<file path="config.mk">
export PLATFORM = sky130hd
export DESIGN_NAME = rc_add_sub_pipe_flat
export DESIGN_NICKNAME = d
export VERILOG_FILES = /design/src/rtl/rc_add_sub_pipe_pkg.sv /design/src/rtl/rc_add_sub_pipe_if.sv /design/src/rtl/rc_add_sub_pipe_slice.sv /design/src/rtl/rc_add_sub_pipe.sv /design/src/flat_wrapper.sv
export SDC_FILE = /design/constraint.sdc
export NUM_CORES = 1
export LEC_CHECK = 0
export CORE_MARGIN = 5
export CORE_UTILIZATION = 55
export CTS_CLUSTER_DIAMETER = 200
export DETAILED_ROUTE_END_ITERATION = 7
export PLACE_DENSITY = 0.84
export SYNTH_ARGS = -nofsm -noshare
export SYNTH_HDL_FRONTEND = slang
export SYNTH_SLANG_ARGS = --single-unit
</file>
<file path="constraint.sdc">
create_clock -name CLK -period 13.1 [get_ports CLK]
set_input_delay 3.93 -clock CLK [delete_from_list [all_inputs] [get_ports CLK]]
set_output_delay 3.93 -clock CLK [all_outputs]
set_load 0.005 [all_outputs]
</file>
<file path="src/rtl/rc_add_sub_pipe_pkg.sv">
// Shared definitions for the pipelined ripple-carry adder/subtractor:
// default widths, ALU add/sub encoding and the full-adder cell.
package rc_add_sub_pipe_pkg;

  localparam int unsigned DATA_WIDTH   = 64;
  localparam int unsigned ADDSUB_SLICE = 16;

  typedef enum logic {
    ALU_ADD = 1'b0,
    ALU_SUB = 1'b1
  } addsub_op_e;

  // Returns {carry_out, sum}.
  function automatic logic [1:0] full_add(input logic a, input logic b, input logic ci);
    return {(a & b) | (ci & (a ^ b)), a ^ b ^ ci};
  endfunction

endpackage

</file>
<file path="src/rtl/rc_add_sub_pipe_if.sv">
// Streaming operand/result interface of the add/sub pipe.
interface rc_add_sub_pipe_if
  import rc_add_sub_pipe_pkg::*;
#(
  parameter int unsigned WIDTH = DATA_WIDTH
);

  logic             IN_VALID;
  logic             IN_READY;
  logic [WIDTH-1:0] A;
  logic [WIDTH-1:0] B;
  logic             SnA;
  logic             OUT_VALID;
  logic             OUT_READY;
  logic [WIDTH-1:0] Y;
  logic             CO;
  logic             OVF;

  modport master (
    output IN_VALID, A, B, SnA, OUT_READY,
    input  IN_READY, OUT_VALID, Y, CO, OVF
  );

  modport slave (
    input  IN_VALID, A, B, SnA, OUT_READY,
    output IN_READY, OUT_VALID, Y, CO, OVF
  );

endinterface

</file>
<file path="src/rtl/rc_add_sub_pipe_slice.sv">
// SLICE-bit combinational ripple of full-adder cells with B conditionally
// inverted for subtract; also exposes the carry into the slice MSB.
module rc_add_sub_pipe_slice
  import rc_add_sub_pipe_pkg::*;
#(
  parameter int unsigned SLICE = ADDSUB_SLICE
) (
  input  logic [SLICE-1:0] a_i,
  input  logic [SLICE-1:0] b_i,
  input  logic             sna_i,
  input  logic             cin_i,
  output logic [SLICE-1:0] sum_o,
  output logic             cout_o,
  output logic             cmsb_o
);

  always_comb begin : ripple
    logic       c;
    logic [1:0] fa;
    c      = cin_i;
    fa     = '0;
    sum_o  = '0;
    cmsb_o = 1'b0;
    for (int unsigned i = 0; i < SLICE; i++) begin
      if (i == SLICE - 1) cmsb_o = c;
      fa       = full_add(a_i[i], b_i[i] ^ sna_i, c);
      sum_o[i] = fa[0];
      c        = fa[1];
    end
    cout_o = c;
  end

endmodule

</file>
<file path="src/rtl/rc_add_sub_pipe.sv">
// Pipelined ripple-carry adder/subtractor: one SLICE-bit ripple per stage,
// carry registered between stages, whole pipe advances or stalls together.
module rc_add_sub_pipe
  import rc_add_sub_pipe_pkg::*;
#(
  parameter int unsigned WIDTH = DATA_WIDTH,
  parameter int unsigned SLICE = ADDSUB_SLICE
) (
  input  logic              CLK,
  input  logic              RST,
  rc_add_sub_pipe_if.slave  bus
);

  localparam int unsigned NSTG = WIDTH / SLICE;

  // Registered state of each stage; stage k holds the result of slice k.
  logic [NSTG-1:0]            v_q;
  logic [NSTG-1:0]            sna_q;
  logic [NSTG-1:0]            c_q;
  logic [NSTG-1:0]            cmsb_q;
  logic [NSTG-1:0][WIDTH-1:0] a_q;
  logic [NSTG-1:0][WIDTH-1:0] b_q;
  logic [NSTG-1:0][WIDTH-1:0] y_q;

  // Stage inputs: stage 0 from the bus, later stages from the previous register.
  logic [NSTG-1:0]            v_in;
  logic [NSTG-1:0]            sna_in;
  logic [NSTG-1:0]            c_in;
  logic [NSTG-1:0][WIDTH-1:0] a_in;
  logic [NSTG-1:0][WIDTH-1:0] b_in;
  logic [NSTG-1:0][WIDTH-1:0] y_in;
  logic [NSTG-1:0][WIDTH-1:0] y_d;

  logic [NSTG-1:0][SLICE-1:0] sum;
  logic [NSTG-1:0]            cout;
  logic [NSTG-1:0]            cmsb;

  logic adv;

  assign adv          = ~bus.OUT_VALID | bus.OUT_READY;
  assign bus.IN_READY = adv;

  always_comb begin
    v_in      = '0;
    sna_in    = '0;
    c_in      = '0;
    a_in      = '0;
    b_in      = '0;
    y_in      = '0;
    v_in[0]   = bus.IN_VALID;
    sna_in[0] = bus.SnA;
    c_in[0]   = bus.SnA;
    a_in[0]   = bus.A;
    b_in[0]   = bus.B;
    for (int unsigned k = 1; k < NSTG; k++) begin
      v_in[k]   = v_q[k-1];
      sna_in[k] = sna_q[k-1];
      c_in[k]   = c_q[k-1];
      a_in[k]   = a_q[k-1];
      b_in[k]   = b_q[k-1];
      y_in[k]   = y_q[k-1];
    end
  end

  for (genvar k = 0; k < NSTG; k++) begin : g_stg
    rc_add_sub_pipe_slice #(
      .SLICE (SLICE)
    ) u_slice (
      .a_i    (a_in[k][k*SLICE +: SLICE]),
      .b_i    (b_in[k][k*SLICE +: SLICE]),
      .sna_i  (sna_in[k]),
      .cin_i  (c_in[k]),
      .sum_o  (sum[k]),
      .cout_o (cout[k]),
      .cmsb_o (cmsb[k])
    );
  end

  // Result bits below the current slice ride along; the current slice is merged in.
  always_comb begin
    y_d = y_in;
    for (int unsigned k = 0; k < NSTG; k++) begin
      y_d[k][k*SLICE +: SLICE] = sum[k];
    end
  end

  always_ff @(posedge CLK) begin
    if (RST) begin
      v_q    <= '0;
      sna_q  <= '0;
      c_q    <= '0;
      cmsb_q <= '0;
      a_q    <= '0;
      b_q    <= '0;
      y_q    <= '0;
    end else if (adv) begin
      v_q    <= v_in;
      sna_q  <= sna_in;
      c_q    <= cout;
      cmsb_q <= cmsb;
      a_q    <= a_in;
      b_q    <= b_in;
      y_q    <= y_d;
    end
  end

  assign bus.OUT_VALID = v_q[NSTG-1];
  assign bus.Y         = y_q[NSTG-1];
  assign bus.CO        = c_q[NSTG-1];
  assign bus.OVF       = cmsb_q[NSTG-1] ^ c_q[NSTG-1];

  // Already-consumed operand slices and intermediate MSB carries are dead bits.
  logic unused_bits;
  assign unused_bits = ^{a_q, b_q, sna_q, cmsb_q};

endmodule
</file>
<file path="src/flat_wrapper.sv">
// flat-port wrapper written by rule: the top's interface ports become plain ports
module rc_add_sub_pipe_flat import rc_add_sub_pipe_pkg::*;
#(
  parameter int unsigned WIDTH = DATA_WIDTH,
  parameter int unsigned SLICE = ADDSUB_SLICE
)
  (CLK, RST, bus_IN_VALID, bus_A, bus_B, bus_SnA, bus_OUT_READY, bus_IN_READY, bus_OUT_VALID, bus_Y, bus_CO, bus_OVF);
  rc_add_sub_pipe_if #(.WIDTH(WIDTH)) bus_i ();
  input  logic CLK;
  input  logic RST;
  input wire logic [$bits(bus_i.IN_VALID)-1:0] bus_IN_VALID;
  input wire logic [$bits(bus_i.A)-1:0] bus_A;
  input wire logic [$bits(bus_i.B)-1:0] bus_B;
  input wire logic [$bits(bus_i.SnA)-1:0] bus_SnA;
  input wire logic [$bits(bus_i.OUT_READY)-1:0] bus_OUT_READY;
  output wire logic [$bits(bus_i.IN_READY)-1:0] bus_IN_READY;
  output wire logic [$bits(bus_i.OUT_VALID)-1:0] bus_OUT_VALID;
  output wire logic [$bits(bus_i.Y)-1:0] bus_Y;
  output wire logic [$bits(bus_i.CO)-1:0] bus_CO;
  output wire logic [$bits(bus_i.OVF)-1:0] bus_OVF;
  assign bus_i.IN_VALID = bus_IN_VALID;
  assign bus_i.A = bus_A;
  assign bus_i.B = bus_B;
  assign bus_i.SnA = bus_SnA;
  assign bus_i.OUT_READY = bus_OUT_READY;
  assign bus_IN_READY = bus_i.IN_READY;
  assign bus_OUT_VALID = bus_i.OUT_VALID;
  assign bus_Y = bus_i.Y;
  assign bus_CO = bus_i.CO;
  assign bus_OVF = bus_i.OVF;
  rc_add_sub_pipe #(.WIDTH(WIDTH), .SLICE(SLICE)) u_core (.CLK(CLK), .RST(RST), .bus(bus_i));
endmodule
</file>
==> results.py, run 1 <==
metrics = {
    "floorplanning": {
        "fp.dieW_um": 173,
        "io_pins": 201,
        "vertical_die_dimension_um": 173,
        "initial_core_util": 0.558,
        "std_cell_rows": 59,
        "core-area_um2": 26100,
        "floorplan.die_area_um2": 29800,
    },
    "placement": {
        "placement.cell_area_um2": 16400,
        "placement.io_buffers": 200,
        "hpwlAfterDp_mm": 20.5,
        "gp_routability_congestion": 0.858,
    },
    "cells_and_area": {
        "fillers": 2036,
        "synthToLayoutAreaGrowth_pct": 21.2,
        "finalNetCount": 2042,
        "multi_input_comb_area_um2": 6330,
        "drive_gt1_frac": 0.0363,
        "insertedDiodeCount": 0,
        "register_area_um2": 7290,
        "finalInstanceArea_um2": 17600,
    },
    "critical_path": {
        "worst-path-max-fanout": 17,
        "path_common_cell": "sky130_fd_sc_hd__fa_1",
        "slowest_delay_ps": 450,
        "worstPathCellList": "clkdlybuf4s50_1, buf_4, xnor2_1, fa_1, fa_1, fa_1, fa_1, fa_1, fa_1, fa_1, fa_1, fa_1, fa_1, fa_1, fa_1, inv_1, fa_1, inv_1, fa_1, inv_1, fa_1, nand2_1, a21oi_1",
        "critical_path.endpoint_type": "flop",
        "worst-endpoint-arrival_ps": 10870,
        "critPathKind": "in2reg",
        "cp_data_required_time_ps": 13440,
        "critical_path.n_buffers_inverters": 5,
        "cp_top_family": "adder cells",
        "timing.critical_path.slowest_stage_cell": "sky130_fd_sc_hd__clkdlybuf4s50_1",
        "critPathLaunchType": "input port",
    },
    "grt": {
        "grt_use_total": 0.208,
        "largest_net_degree_at_the_start_of_global_routing": 206,
        "globalRoute.totalOverflow": 0,
        "first_pass_grt_wire_length_mm": 53.7,
        "antenna_found_initial": 2,
        "vias_in_the_first_global_route": 11100,
    },
    "clock_network": {
        "clock_tree_from_tritoncts": "built",
        "post_cts_hold_buffer_count": 0,
        "cts_num_sinks": 364,
        "cts_inserted_buffers": 37,
        "maximum_level_of_the_cts_h_tree": 2,
        "cts_setup_buffers": 0,
        "root_buffer_selected_by_cts": "sky130_fd_sc_hd__clkbuf_16",
        "clock_latency_ps": 510,
        "cts_resized": 0,
        "clockBufferDepth": 3,
        "cts.clk_slew.worst_paths_ps": 60,
    },
    "synth": {
        "synth_cells": 1726,
        "yosysUniqueCellTypes": 17,
        "ys_warn_count": 0,
        "syn-num-nets": 1922,
        "netlist_area_before_placement_um2": 14500,
        "synth.yosys.seq_area_share": 0.501,
        "synth.avg_cell_area_um2": 8.43,
        "ys_ff_latch": 364,
    },
    "timing": {
        "final_total_negative_setup_slack_ps": 0,
        "max_freq_mhz": 94.9,
        "report.final.setup_viol": 0,
        "final.min_clock_period_ps": 10530,
        "post-route-period-util": 0.804,
        "max-slew-margin-rel": 0.194,
        "finClkSkew_ps": 14.6,
        "worst_pin_slew_ps": 1210,
        "count_of_endpoints_failing_hold_in_the_final_timing_report": 0,
        "rsz0062_at_grt": "no",
        "report.final.slew_viol_count": 0,
    },
    "route": {
        "routed-wl-met3_mm": 1.78,
        "post-route-drc-count": 0,
        "drt-wirelength-per-cell_um": 14.5,
        "met1Wirelength_mm": 13.9,
        "via_count": 11400,
        "route.final.wire_length_mm": 32.0,
        "via_per_inst": 5.16,
        "postRouteAntennaNets": 0,
        "first_iter_violations": 929,
        "met2_routed_wl_mm": 15.5,
        "maxUsedRoutingLayer": "met5",
        "detail_route.first_pass.iterations": 5,
    },
    "min_path": {
        "min_path_type": "reg2reg",
    },
    "power_and_ir_drop": {
        "power_density_nw_per_um2": 143,
        "irDropWorstVdd_uv": 101,
        "power.static_leakage_nw": 6.62,
    },
    "job": {
        "max_cap_viol_count": 0,
    },
    "status": {
        "status": "completed",
    },
}
synthesized netlist by cell type:
| master | number | area [um^2] |
|---|---|---|
| sky130_fd_sc_hd__a211oi_1 | 57 | 428 |
| sky130_fd_sc_hd__a21oi_1 | 306 | 1530 |
| sky130_fd_sc_hd__buf_1 | 1 | 3.75 |
| sky130_fd_sc_hd__buf_2 | 54 | 270 |
| sky130_fd_sc_hd__buf_4 | 30 | 225 |
| sky130_fd_sc_hd__buf_6 | 1 | 11.3 |
| sky130_fd_sc_hd__clkbuf_1 | 42 | 158 |
| sky130_fd_sc_hd__dfxtp_1 | 364 | 7290 |
| sky130_fd_sc_hd__fa_1 | 63 | 1260 |
| sky130_fd_sc_hd__inv_1 | 69 | 259 |
| sky130_fd_sc_hd__inv_2 | 1 | 3.75 |
| sky130_fd_sc_hd__mux2i_1 | 1 | 10.0 |
| sky130_fd_sc_hd__nand2_1 | 612 | 2300 |
| sky130_fd_sc_hd__nor2_1 | 59 | 221 |
| sky130_fd_sc_hd__nor2b_2 | 1 | 8.76 |
| sky130_fd_sc_hd__xnor2_1 | 56 | 490 |
| sky130_fd_sc_hd__xor2_1 | 9 | 78.8 |
cell type report:
cell class                      instances  share of cell area
Clock inverter                          8             0.00547
Clock buffer                           57              0.0643
Multi-Input combinational cell       1164               0.359
Sequential cell                       364               0.413
Tap cell                              335              0.0238
Inverter                               70              0.0153
Timing Repair Buffer                  209               0.118
per-stage QoR:
step	setup WS, ps	instances	hold WS [ps]	util	power, mW
finish	2570	2207	449	0.676	2.52
global route	2360	2207	465	0.676	2.63
CTS	2560	2207	451	0.676	2.54
detailed placement	2050	2142	443	0.629	1.49
global placement	2210	2142	438	0.629	1.48
floorplan	2730	1726	432	-	1.38
state kept, by name, summed over array words and instances (netlist names):
| signal | cells |
|---|---|
| u_core.y_d | 96 |
| u_core.sna_q | 3 |
| u_core.cmsb_q | 1 |
| u_core.c_q | 4 |
| u_core.v_q | 4 |
| u_core.a_in | 96 |
| u_core.b_in | 96 |
| u_core.bus.Y | 64 |
metal layers:
metal	track usage	vias up
li1	-	5703
met1	0.284	5359
met2	0.336	263
met3	0.0491	57
met4	0.0555	4
met5	0	-
path summary, 6_finish.rpt:
path	startpoint	to	slack, ps	cells past startpoint
worst max-delay path	bus_SnA	u_core.y_d[79]	2570	23
worst min-delay path	u_core.a_in[87]	u_core.a_in[87]	450	2
worst max register to register	u_core.sna_q[1]	u_core.y_d[239]	4750	22
worst min register to register	u_core.a_in[87]	u_core.a_in[87]	450	2
worst min-delay path: stages (launching register included):
cell and delay, ps:
sky130_fd_sc_hd__dfxtp_1 310, sky130_fd_sc_hd__nand2_1 50, sky130_fd_sc_hd__a21oi_1 50
kinds of logic (layout without fill, tap and decap cells):
group | count (synthesis) | after routing | synth area share
xor gates and xnor gates | 65 | 65 | 0.0391
AOI/OAI and AO/OA | 363 | 363 | 0.135
DFF | 364 | 364 | 0.501
buffers and inverters | 198 | 344 | 0.0640
adders and majority gates | 63 | 63 | 0.0867
muxes | 1 | 1 | 0.000688
and+or+nand+nor | 672 | 672 | 0.174
power breakdown:
group | internal [mW] | switching (mW)
clock network | 0.635 | 0.415
registers | 1.18 | 0.0424
logic | 0.125 | 0.118
layout by cell type (no fill, tap or decap), types with 2 or more instances in the layout:
cell type                         instances
sky130_fd_sc_hd__nand2_1                612
sky130_fd_sc_hd__dfxtp_1                364
sky130_fd_sc_hd__a21oi_1                306
sky130_fd_sc_hd__clkdlybuf4s50_1        199
sky130_fd_sc_hd__inv_1                   69
sky130_fd_sc_hd__fa_1                    63
sky130_fd_sc_hd__nor2_1                  59
sky130_fd_sc_hd__a211oi_1                57
sky130_fd_sc_hd__xnor2_1                 56
sky130_fd_sc_hd__clkbuf_16               39
sky130_fd_sc_hd__xor2_1                   9
sky130_fd_sc_hd__clkbuf_1                 9
sky130_fd_sc_hd__clkbuf_8                 9
sky130_fd_sc_hd__buf_4                    8
sky130_fd_sc_hd__clkinv_2                 4
sky130_fd_sc_hd__bufinv_16                2
Power figures use the tool's default switching activity.
==> inputs of run 2 (changes only) <==
- clock period: 13.1 -> 10.8 ns (I/O delays scaled with it)
==> run 2 against run 1 <==
  * First-iteration DRC count decreased by 8.4%
  * Via count increased by 0.66%
  * Total power increased by 19%
  * Highest routed layer unchanged
==> results.py, run 2 (synthesis results as in run 1) <==
metrics = {
    "critical_path": {
        "timing.critical_path.slowest_stage_cell": "sky130_fd_sc_hd__clkdlybuf4s50_1",
        "worstPathCellList": "clkdlybuf4s50_1, xnor2_1, fa_1, fa_1, fa_1, fa_1, fa_1, fa_1, fa_1, fa_1, fa_1, fa_1, fa_1, fa_1, inv_1, fa_1, inv_1, fa_1, inv_1, fa_1, nand2_1, a21oi_1",
        "critical_path.endpoint_type": "flop",
        "critPathLaunchType": "input port",
        "rr_startpoint": "u_core.sna_q[1]",
        "critPathKind": "in2reg",
        "crit_path_end": "u_core.y_d[79]",
        "worst-endpoint-arrival_ps": 9860,
        "r2r_cells": 22,
        "ff2ff_setup_slack_ps": 2470,
        "worst_r2r_endpoint": "u_core.y_d[239]",
        "cp_data_required_time_ps": 11130,
        "path_common_cell": "sky130_fd_sc_hd__fa_1",
        "slowest_delay_ps": 510,
        "critical_path.startpoint": "bus_SnA",
        "worst-path-max-fanout": 3,
    },
    "timing": {
        "report.final.slew_viol_count": 0,
        "fin_hold_ws_ps": 449,
        "max-slew-margin-rel": 0.202,
        "rsz0062_at_grt": "no",
        "final.min_clock_period_ps": 9530,
        "report.final.setup_viol": 0,
        "max_freq_mhz": 105,
        "final_total_negative_setup_slack_ps": 0,
        "post-route-period-util": 0.882,
        "worst_pin_slew_ps": 1200,
        "finClkSkew_ps": 7.08,
        "count_of_endpoints_failing_hold_in_the_final_timing_report": 0,
    },
    "route": {
        "first_iter_violations": 851,
        "drt-wirelength-per-cell_um": 14.7,
        "post-route-drc-count": 0,
        "detail_route.first_pass.iterations": 6,
        "route.final.wire_length_mm": 32.5,
        "via_per_inst": 5.20,
        "postRouteAntennaNets": 0,
        "via_count": 11500,
    },
    "grt": {
        "antenna_found_initial": 2,
        "vias_in_the_first_global_route": 11100,
        "grt_use_total": 0.210,
        "globalRoute.totalOverflow": 0,
        "largest_net_degree_at_the_start_of_global_routing": 196,
        "first_pass_grt_wire_length_mm": 53.8,
    },
    "cells_and_area": {
        "layout.cells.most_common": "sky130_fd_sc_hd__nand2_1",
        "insertedDiodeCount": 0,
        "commonest_cells_after_routing_fill_and_taps_aside": "612 x sky130_fd_sc_hd__nand2_1, 364 x sky130_fd_sc_hd__dfxtp_1, 306 x sky130_fd_sc_hd__a21oi_1",
        "synthToLayoutAreaGrowth_pct": 20.6,
        "finalInstanceArea_um2": 17500,
        "drive_gt1_frac": 0.0358,
        "finalNetCount": 2042,
    },
    "placement": {
        "placement.cell_area_um2": 16400,
        "gp_routability_congestion": 0.842,
        "placement.io_buffers": 200,
        "hpwlAfterDp_mm": 20.8,
    },
    "floorplanning": {
        "std_cell_rows": 59,
        "initial_core_util": 0.558,
        "core-area_um2": 26100,
        "fp.dieW_um": 173,
        "vertical_die_dimension_um": 173,
        "io_pins": 201,
        "floorplan.die_area_um2": 29800,
    },
    "clock_network": {
        "cts_inserted_buffers": 37,
        "post_cts_hold_buffer_count": 0,
        "cts_setup_buffers": 0,
        "clock_tree_from_tritoncts": "built",
        "cts_resized": 0,
        "root_buffer_selected_by_cts": "sky130_fd_sc_hd__clkbuf_16",
        "maximum_level_of_the_cts_h_tree": 2,
        "clockBufferDepth": 3,
        "cts_num_sinks": 364,
        "clock_latency_ps": 500,
        "cts.clk_slew.worst_paths_ps": 60,
    },
    "power_and_ir_drop": {
        "total_net_switching_power_uw": 692,
        "share_of_power_burned_in_registers": 0.496,
        "irDropWorstVdd_uv": 159,
        "power_density_nw_per_um2": 171,
        "p_sw_frac": 0.230,
        "power.clock.fraction": 0.406,
        "combinationalPowerShare": 0.098,
        "internal-power_mw": 2.31,
        "power.static_leakage_nw": 6.59,
    },
    "status": {
        "status": "completed",
    },
    "min_path": {
        "timing.hold.worst_path_depth": 2,
        "min_path_type": "reg2reg",
    },
    "job": {
        "max_cap_viol_count": 0,
    },
}
==> run 2: layout make-up <==
class / count / area, um^2
Tap cell: 335 / 419
Timing Repair Buffer: 209 / 2070
Clock buffer: 52 / 1050
Fill cell: 2074 / 8510
Clock inverter: 11 / 109
Sequential cell: 364 / 7290
Inverter: 70 / 270
Multi-Input combinational cell: 1164 / 6330
==> run 2: metal layers <==
layer  GRT usage  part of all wire  up-vias
li1            -                 -     5692
met1       0.280              0.43     5420
met2       0.350              0.49      288
met3      0.0450             0.058       57
met4      0.0548             0.022        4
met5           0            0.0010        -
==> run 2: worst min path at each step <==
stage	slack [ps]	end	from
6_report	450	u_core.y_d[214]	u_core.y_d[214]
5_1_grt	460	u_core.a_in[176]	u_core.a_in[176]
4_1_cts	450	u_core.a_in[176]	u_core.a_in[176]
3_5_place_dp	440	u_core.y_d[195]	u_core.y_d[195]
3_3_place_gp	440	u_core.a_in[249]	u_core.a_in[249]
2_1_floorplan	430	u_core.a_in[80]	u_core.a_in[80]
==> run 2: critical path, delay by kind of cell <==
kind	cells	cell delay, ps
adder cells (fa/ha/maj)	15	5650
XOR/XNOR	1	100
AND/OR/NAND/NOR	1	70
buffers and inverters	4	720
AO/OA/AOI/OAI	1	70
==> run 2: power by group through the flow <==
stage	registers (mW)	clock network, mW	logic (mW)
floorplan	1.50	0	0.177
global placement	1.51	0	0.284
detailed placement	1.52	0	0.293
CTS	1.49	1.24	0.297
global route	1.50	1.31	0.333
finish	1.49	1.22	0.293
==> run 2: through the flow <==
stage	util	total power, mW	worst slack, ps	cells
after global routing	0.673	3.14	1080	2205
after floorplan	-	1.68	1120	1726
after global placement	0.629	1.80	856	2142
after CTS	0.673	3.03	1260	2205
after detailed placement	0.629	1.81	747	2142
final	0.673	3.00	1270	2205
